$ cat config.mk
export PLATFORM = sky130hd
export DESIGN_NAME = dsp_product_accumulator
export DESIGN_NICKNAME = d
export VERILOG_FILES = /design/src/rtl/dsp_acc_pkg.sv /design/src/rtl/dsp_acc_out_reg.sv /design/src/rtl/dsp_product_accumulator.sv
export SDC_FILE = /design/constraint.sdc
export NUM_CORES = 1
export LEC_CHECK = 0
export CORE_MARGIN = 2
export CORE_UTILIZATION = 51
export DETAILED_ROUTE_END_ITERATION = 10
export PLACE_DENSITY = 0.78
export SLEW_MARGIN = 30
export SYNTH_ARGS = -nofsm -noshare
export SYNTH_HDL_FRONTEND = slang
export SYNTH_SLANG_ARGS = --single-unit
export TNS_END_PERCENT = 5
$ cat constraint.sdc
create_clock -name clk -period 4.6 [get_ports clk]
set_clock_uncertainty 0.1 [all_clocks]
set_input_delay 0.46 -clock clk [delete_from_list [all_inputs] [get_ports clk]]
set_output_delay 0.46 -clock clk [all_outputs]
set_load 0.005 [all_outputs]
$ cat src/rtl/dsp_acc_pkg.sv
// Shared defaults and FSM state encoding for the product accumulator.
package dsp_acc_pkg;

  localparam int DEF_P_WIDTH   = 65;
  localparam int DEF_ACC_WIDTH = 72;
  localparam int DEF_COUNT     = 8;

  typedef enum logic [1:0] {
    ST_IDLE  = 2'd0,
    ST_ACCUM = 2'd1,
    ST_STALL = 2'd2
  } acc_state_t;

endpackage

$ cat src/rtl/dsp_acc_out_reg.sv
// Single-entry valid/ready result register; data and overflow stay put while
// valid is high and the consumer is not ready.
module dsp_acc_out_reg #(
  parameter int W = 72
) (
  input  logic         clk,
  input  logic         reset,
  input  logic         load,
  input  logic [W-1:0] load_dat,
  input  logic         load_ovf,
  input  logic         out_rdy,
  output logic [W-1:0] out_dat,
  output logic         out_ovf,
  output logic         out_vld
);

  logic [W-1:0] dat_q, dat_d;
  logic         ovf_q, ovf_d;
  logic         vld_q, vld_d;

  // The upstream only asserts load when the slot is empty or draining this edge.
  always_comb begin
    dat_d = dat_q;
    ovf_d = ovf_q;
    vld_d = vld_q;
    if (load) begin
      dat_d = load_dat;
      ovf_d = load_ovf;
      vld_d = 1'b1;
    end else if (vld_q && out_rdy) begin
      vld_d = 1'b0;
    end
  end

  always_ff @(posedge clk or posedge reset) begin
    if (reset) begin
      dat_q <= '0;
      ovf_q <= 1'b0;
      vld_q <= 1'b0;
    end else begin
      dat_q <= dat_d;
      ovf_q <= ovf_d;
      vld_q <= vld_d;
    end
  end

  assign out_dat = dat_q;
  assign out_ovf = ovf_q;
  assign out_vld = vld_q;

endmodule

$ cat src/rtl/dsp_product_accumulator.sv
// Sums COUNT unsigned products per window with saturation and a sticky overflow
// flag; the window result appears one cycle after the final beat.
module dsp_product_accumulator
  import dsp_acc_pkg::*;
#(
  parameter int P_WIDTH   = DEF_P_WIDTH,
  parameter int ACC_WIDTH = DEF_ACC_WIDTH,
  parameter int COUNT     = DEF_COUNT
) (
  input  logic                 clk,
  input  logic                 reset,
  input  logic [P_WIDTH-1:0]   p_in,
  input  logic                 p_valid,
  output logic                 p_ready,
  input  logic                 clear,
  output logic [ACC_WIDTH-1:0] acc_out,
  output logic                 acc_ovf,
  output logic                 acc_valid,
  input  logic                 acc_ready
);

  localparam int CNT_W = $clog2(COUNT);
  localparam logic [CNT_W-1:0] LAST = CNT_W'(COUNT - 1);

  logic [CNT_W-1:0]     count_q, count_d;
  logic [ACC_WIDTH-1:0] sum_q, sum_d;
  logic                 sticky_q, sticky_d;
  acc_state_t           state_q, state_d;

  logic                 at_last, beat, load;
  logic [ACC_WIDTH-1:0] base, add_sat;
  logic [ACC_WIDTH:0]   add_full;
  logic                 carry;

  assign at_last = (count_q == LAST);
  // Only the final beat needs the output slot, so stall just that one.
  assign p_ready = !reset && !(at_last && acc_valid && !acc_ready);
  assign beat    = p_valid && p_ready;
  assign load    = beat && at_last && !clear;

  assign base     = (state_q == ST_IDLE) ? '0 : sum_q;
  assign add_full = {1'b0, base} + (ACC_WIDTH + 1)'(p_in);
  assign carry    = add_full[ACC_WIDTH];
  assign add_sat  = carry ? '1 : add_full[ACC_WIDTH-1:0];

  always_comb begin
    count_d  = count_q;
    sum_d    = sum_q;
    sticky_d = sticky_q;
    state_d  = state_q;
    if (clear) begin
      count_d  = '0;
      sum_d    = '0;
      sticky_d = 1'b0;
      state_d  = ST_IDLE;
    end else if (beat) begin
      if (at_last) begin
        count_d  = '0;
        sum_d    = '0;
        sticky_d = 1'b0;
        state_d  = ST_IDLE;
      end else begin
        count_d  = count_q + CNT_W'(1);
        sum_d    = add_sat;
        sticky_d = sticky_q | carry;
        state_d  = ST_ACCUM;
      end
    end else if (state_q != ST_IDLE) begin
      state_d = p_ready ? ST_ACCUM : ST_STALL;
    end
  end

  always_ff @(posedge clk or posedge reset) begin
    if (reset) begin
      count_q  <= '0;
      sum_q    <= '0;
      sticky_q <= 1'b0;
      state_q  <= ST_IDLE;
    end else begin
      count_q  <= count_d;
      sum_q    <= sum_d;
      sticky_q <= sticky_d;
      state_q  <= state_d;
    end
  end

  dsp_acc_out_reg #(.W(ACC_WIDTH)) u_out_reg (
    .clk      (clk),
    .reset    (reset),
    .load     (load),
    .load_dat (add_sat),
    .load_ovf (sticky_q | carry),
    .out_rdy  (acc_ready),
    .out_dat  (acc_out),
    .out_ovf  (acc_ovf),
    .out_vld  (acc_valid)
  );

endmodule

* Yosys cells after proc, flatten, opt, wreduce, memory -nomap -nowiden
Cells that the tools add are included.
** Word-level totals
- Output and inout port bits :: 75
- Input port bits :: 70
- Bits in latches :: 0
- Logic and storage cells :: 45
- Flip-flop bits (word level) :: 152
- Bits in writable memories :: 0
- Bits in read-only memories :: 0
- Memories :: 0
** Operators by class
- Bitwise gates (word level) :: 1
- Reductions and logical operators :: 16
- Multipliers :: 0
- Div/mod/pow operators :: 0
- $lt $le $gt $ge :: 0
- Eq/ne operators :: 1
- Muxes and demuxes :: 18
- Shift operators :: 0
- Add/subtract/negate cells :: 2
** Operators with widths (count)
- 72-bit 2-to-1 mux :: 5
- 72-bit by 65-bit adder with 73-bit output :: 1
- 3-bit 2-to-1 mux :: 3
- 2-bit 2-to-1 mux :: 4
- 1-bit logical AND :: 7
- 1-bit 2-to-1 mux :: 6
- 2-bit nonzero test :: 3
- 1-bit logical NOT :: 4
- 3-bit by 1-bit adder with 3-bit output, second input constant :: 1
- 3-bit equality test, second input constant :: 1
- 3-bit nonzero test :: 1
- 2-bit logical NOT :: 1
- 1-bit OR :: 1

* Depth between registers and ports, before layout
- Depth after elaboration :: 9
- Gate-level depth with buffers :: 19
- Gate-level depth less buffers :: 15

* Cells and area by module
Synthesis repeated with hierarchy kept, for this count alone.
** Unflattened totals
- Cells, all modules :: 1167
- Area total of the unflattened synthesis :: 11036.8 um^2
** Modules (own cells, without submodules)
- dsp_product_accumulator :: area each 8042.7 um^2, seq. area each 1951.9 um^2, cells an instance 1009, times used 1
- dsp_acc_out_reg :: area each 2994.1 um^2, seq. area each 1851.8 um^2, cells an instance 158, times used 1

* Worst setup path before layout
OpenSTA, ideal clock, no wires.
- Path type :: reg-to-reg
- Start point :: register state_q[1]
- End point :: register u_out_reg.dat_q[66], in the netlist u_out_reg.out_dat[66]
- Arrival time :: 3.894 ns
- Setup time :: 0.126 ns
- Data required time :: 4.374 ns
- Cell stages (with the launch flop) :: 18
- Path slack :: 0.480 ns
- Buffers on the path :: 2
- Period minus slack after synthesis :: 4.120 ns
- Path through :: dfrtp_1 -> or2_2 -> clkbuf_1 -> clkbuf_1 -> and2_1 -> ha_1 -> fa_1 -> a211oi_2 -> o21ai_2 -> o211ai_4 -> a31oi_4 -> and3b_1 -> a21o_2 -> a41o_1 -> and2_4 -> nand3_4 -> nand2_4 -> o32a_1
** Between the ends
- Cells in the longest elaborated chain, start to end :: 4
** RTL lines
- start, declared :: line dsp_product_accumulator.sv:28 : acc_state_t state_q, state_d;
- start signal, assigned :: line dsp_product_accumulator.sv:83 : state_q <= state_d;
- 2-bit logical NOT :: line dsp_product_accumulator.sv:41 : assign base = (state_q == ST_IDLE) ? '0 : sum_q;
- 72-bit 2-to-1 mux :: line dsp_product_accumulator.sv:41
- 72-bit by 65-bit adder with 73-bit output :: line dsp_product_accumulator.sv:42 : assign add_full = {1'b0, base} + (ACC_WIDTH + 1)'(p_in);
- 72-bit 2-to-1 mux :: line dsp_product_accumulator.sv:44 : assign add_sat = carry ? '1 : add_full[ACC_WIDTH-1:0];
- end signal, assigned :: line dsp_acc_out_reg.sv:41 : dat_q <= dat_d;
- end, declared :: line dsp_acc_out_reg.sv:17 : logic [W-1:0] dat_q, dat_d;
Every way passes these cells.
A chain may end at the register's enable or synchronous reset.

* Worst setup path after layout
- Start point :: register state_q[1]
- End point :: register u_out_reg.dat_q[30], in the netlist u_out_reg.out_dat[30]
Same word-level chain as after synthesis.

==> impl_metrics.py <==
metrics = {
    "critical_path": {
        "r2r-end": "u_out_reg.out_dat[30]",
        "startpoint_type": "flip-flop",
        "crit_fanout": 29,
        "critPathKind": "reg2reg",
        "worstPathRequired_ps": 4790,
        "rrSetupSlack_ps": 220,
        "crit_arrival_ps": 4570,
        "crit_path_end_kind": "flip-flop",
        "ff2ff_path_depth": 18,
        "reg2reg_from": "state_q[1]",
    },
    "final_layout": {
        "area_growth_pct": 25.9,
        "finish.net_count": 1510,
        "final_util_pct": 65.7,
        "fin_cells": 1649,
        "diodes": 0,
        "multi_input_area_um2": 6070,
        "drive_above_1_share_pct": 8.16,
        "ff_latch_area_um2": 3800,
        "filler_cell_count": 1670,
    },
    "logic_synthesis": {
        "syn_avg_cell_area_um2": 8.30,
        "synth_edf_count": 0,
        "synth_seq_cells": 152,
        "yosys-mux-area-fraction_pct": 0.209,
        "synthSimpleGateAreaFrac_pct": 21.4,
        "yosysTopAreaCell": "dfrtp_1",
        "synth_seq_area_share_pct": 37.3,
        "async_flop_share_pct": 100,
        "ys_types": 76,
        "ys_top_cells_by_count": "nor2_1 (158), a21oi_1 (156), dfrtp_1 (152)",
        "synthAdderAreaFrac_pct": 8.42,
        "syn-num-nets": 1366,
        "synth.most_common_cell": "nor2_1",
        "synth_top_area_share_pct": 37.3,
        "yosys.area_share.xor_xnor_pct": 5.50,
        "synth_top_family_by_area": "compound AO/OA/AOI/OAI gates",
        "synth_ff_type": "dfrtp_1",
        "ys_warn_count": 0,
        "ys_top_cells_by_area": "dfrtp_1 (37%), ha_1 (8.2%), a21oi_1 (7.7%)",
        "synth-compound-area-share_pct": 23.6,
        "netlist_instances": 1228,
        "mappedNetlistArea_um2": 10200,
    },
    "placement": {
        "post-dp-hpwl_um": 20600,
        "globalplace.congestion": 0.937,
        "port_buffers": 144,
        "dp.cells": 1613,
    },
    "route": {
        "wl_um": 27900,
        "routed_via_density": 5.71,
        "drt_first_pass_iters": 5,
        "route.detailed.drc": 0,
        "first_iter_violations": 709,
        "postRouteAntennaNets": 0,
        "drt-wirelength-per-cell_um": 16.9,
        "num_vias": 9413,
    },
    "timing": {
        "rsz0062_at_grt": "no",
        "slew-limit-headroom_pct": 48.3,
        "slew_viol_final": 0,
        "setup-tns-final_ps": 0,
        "hold_violations": 0,
        "period_share_pct": 95.2,
        "finalSetupViolations": 0,
        "timing.hold.ws_ps": 357,
        "finalCriticalPeriod_ps": 4380,
        "tightest_slew_ps": 775,
        "fmax_mhz": 228,
    },
    "floorplan": {
        "core_area_um2": 19500,
        "fp-row-count": 51,
        "die_height_um": 145,
        "die_width_um": 145,
        "start_util_pct": 52.2,
        "io_pins": 145,
        "die-area_um2": 21100,
    },
    "global_route": {
        "antenna_found_initial": 0,
        "grt_pass1_wl_um": 46500,
        "grt_max_degree": 78,
        "grt_overflow": 0,
        "grt_pass1_vias": 9343,
        "grt_usage_pct": 26.6,
    },
    "power": {
        "p_sw_share_pct": 25.5,
        "p_total_uw": 3420,
        "leakage_uw": 0.00584,
        "power.switching_uw": 872,
        "p_comb_share_pct": 13.8,
        "internal-power_uw": 2550,
        "vdd_drop_max_v": 0.000269,
        "p_seq_share_pct": 40.5,
        "power_frac_clock_pct": 45.7,
        "p_per_area_nw_per_um2": 266,
    },
    "clock_network": {
        "postCtsHoldBufs": 0,
        "clockBufferDepth": 2,
        "cts_buffers": 17,
        "root_buffer": "clkbuf_16",
        "path_clk_slew_ps": 60,
        "h-tree-depth": 4,
        "cts_tree": "done",
        "insertion_delay_ps": 440,
        "cts_sinks": 152,
    },
    "hold_path": {
        "hold_path_depth": 2,
        "holdPathEnd": "sum_q[54]",
        "hold_path_class": "reg2reg",
        "hp-start": "sum_q[54]",
    },
    "run": {
        "max_cap_violations": 0,
    },
    "outcome": {
        "status": "completed",
    },
}
-- critical path: stages (launching register included) --
cell      delay [ps]
dfrtp_1          370
or2_2            340
buf_6            190
and2_1           180
ha_1             210
fa_1             440
a211oi_2         270
o21ai_2          140
o211ai_4         240
a31oi_4          140
and3b_1          230
a21o_2           230
a41o_1           230
nand2_1          130
nor2_4           110
buf_16           190
buf_4            200
nor2_1           200
a21oi_1          100
-- worst max-delay path by stage --
stage,start,end,slack (ps),cells after the start
6_report,state_q[1],u_out_reg.out_dat[30],220,18
5_1_grt,state_q[1],sum_q[36],40,18
4_1_cts,state_q[1],sum_q[12],60,16
3_5_place_dp,state_q[1],sum_q[36],60,16
3_3_place_gp,state_q[1],u_out_reg.out_dat[66],200,17
2_1_floorplan,state_q[1],u_out_reg.out_dat[66],480,17
-- power by group through the flow --
stage                     Clock (uW)  Sequential [uW]  Combinational [uW]
after detailed placement           0             1410                 464
after CTS                       1570             1380                 467
after floorplan                    0             1400                 288
final                           1560             1380                 473
after global placement             0             1410                 454
after global routing            1630             1390                 525
-- cell type report --
cell class | count | share of cell area [%]
inverter | 18 | 0.556
multi-input combinational | 990 | 47.3
timing repair buffer | 193 | 14.9
sequential | 152 | 29.6
clock inverter | 10 | 1.49
clock buffer | 21 | 3.51
tap | 265 | 2.58
-- routing by layer --
layer  share of wire, %  GRT usage [%]
met4                1.8           6.76
met2                 47           43.3
met5                  0              0
met1                 46           37.2
met3                5.6           4.26
-- registers in the layout, indices dropped and copies added (netlist names) --
signal	cells
sticky_q	1
u_out_reg.out_vld	1
sum_q	72
state_q	2
count_q	3
u_out_reg.out_dat	72
u_out_reg.out_ovf	1
-- cells by family (layout without fill, tap and decap cells) --
logic type | after synthesis | count (layout)
DFF | 152 | 152
buffers and inverters | 86 | 242
and+or+nand+nor | 462 | 462
AOI/OAI and AO/OA | 394 | 394
adders and majority gates | 68 | 68
muxes | 2 | 2
xor gates and xnor gates | 64 | 64
-- per-stage QoR --
step	worst slack (ps)	cell area (um^2)
after CTS	63.6	12700
after global routing	36.5	12800
after detailed placement	56.9	12100
after floorplan	480	10200
after global placement	202	12100
final	222	12800
-- repair_timing --
action | CTS | global route
setup endpoints to repair | 0 | 41
buffers inserted | 0 | 3
gates resized for setup | 0 | 6
-- layout by cell type (no fill, tap or decap), types with 4 or more instances in the layout --
cell type,synthesis,final
or3_1,6,5
clkdlybuf4s50_1,0,144
or2_2,4,4
inv_1,18,17
nor2_1,158,156
o211ai_1,9,9
o21bai_1,8,8
a221o_1,4,4
o22a_1,12,12
nand4_1,21,21
nand2_1,137,137
dfrtp_1,152,152
a21o_1,25,25
o21ai_0,76,76
nor3_1,15,14
buf_4,0,42
a31oi_1,6,6
o21a_1,12,12
and2_1,72,72
a21boi_0,5,5
nand3_1,18,18
o21ai_1,42,42
a21oi_1,156,155
bufinv_16,0,5
ha_1,67,67
nor4_1,5,4
clkbuf_16,0,17
xnor2_1,40,40
nor2b_1,6,6
xor2_1,24,24
No activity file was read; power rests on OpenSTA's default activity.
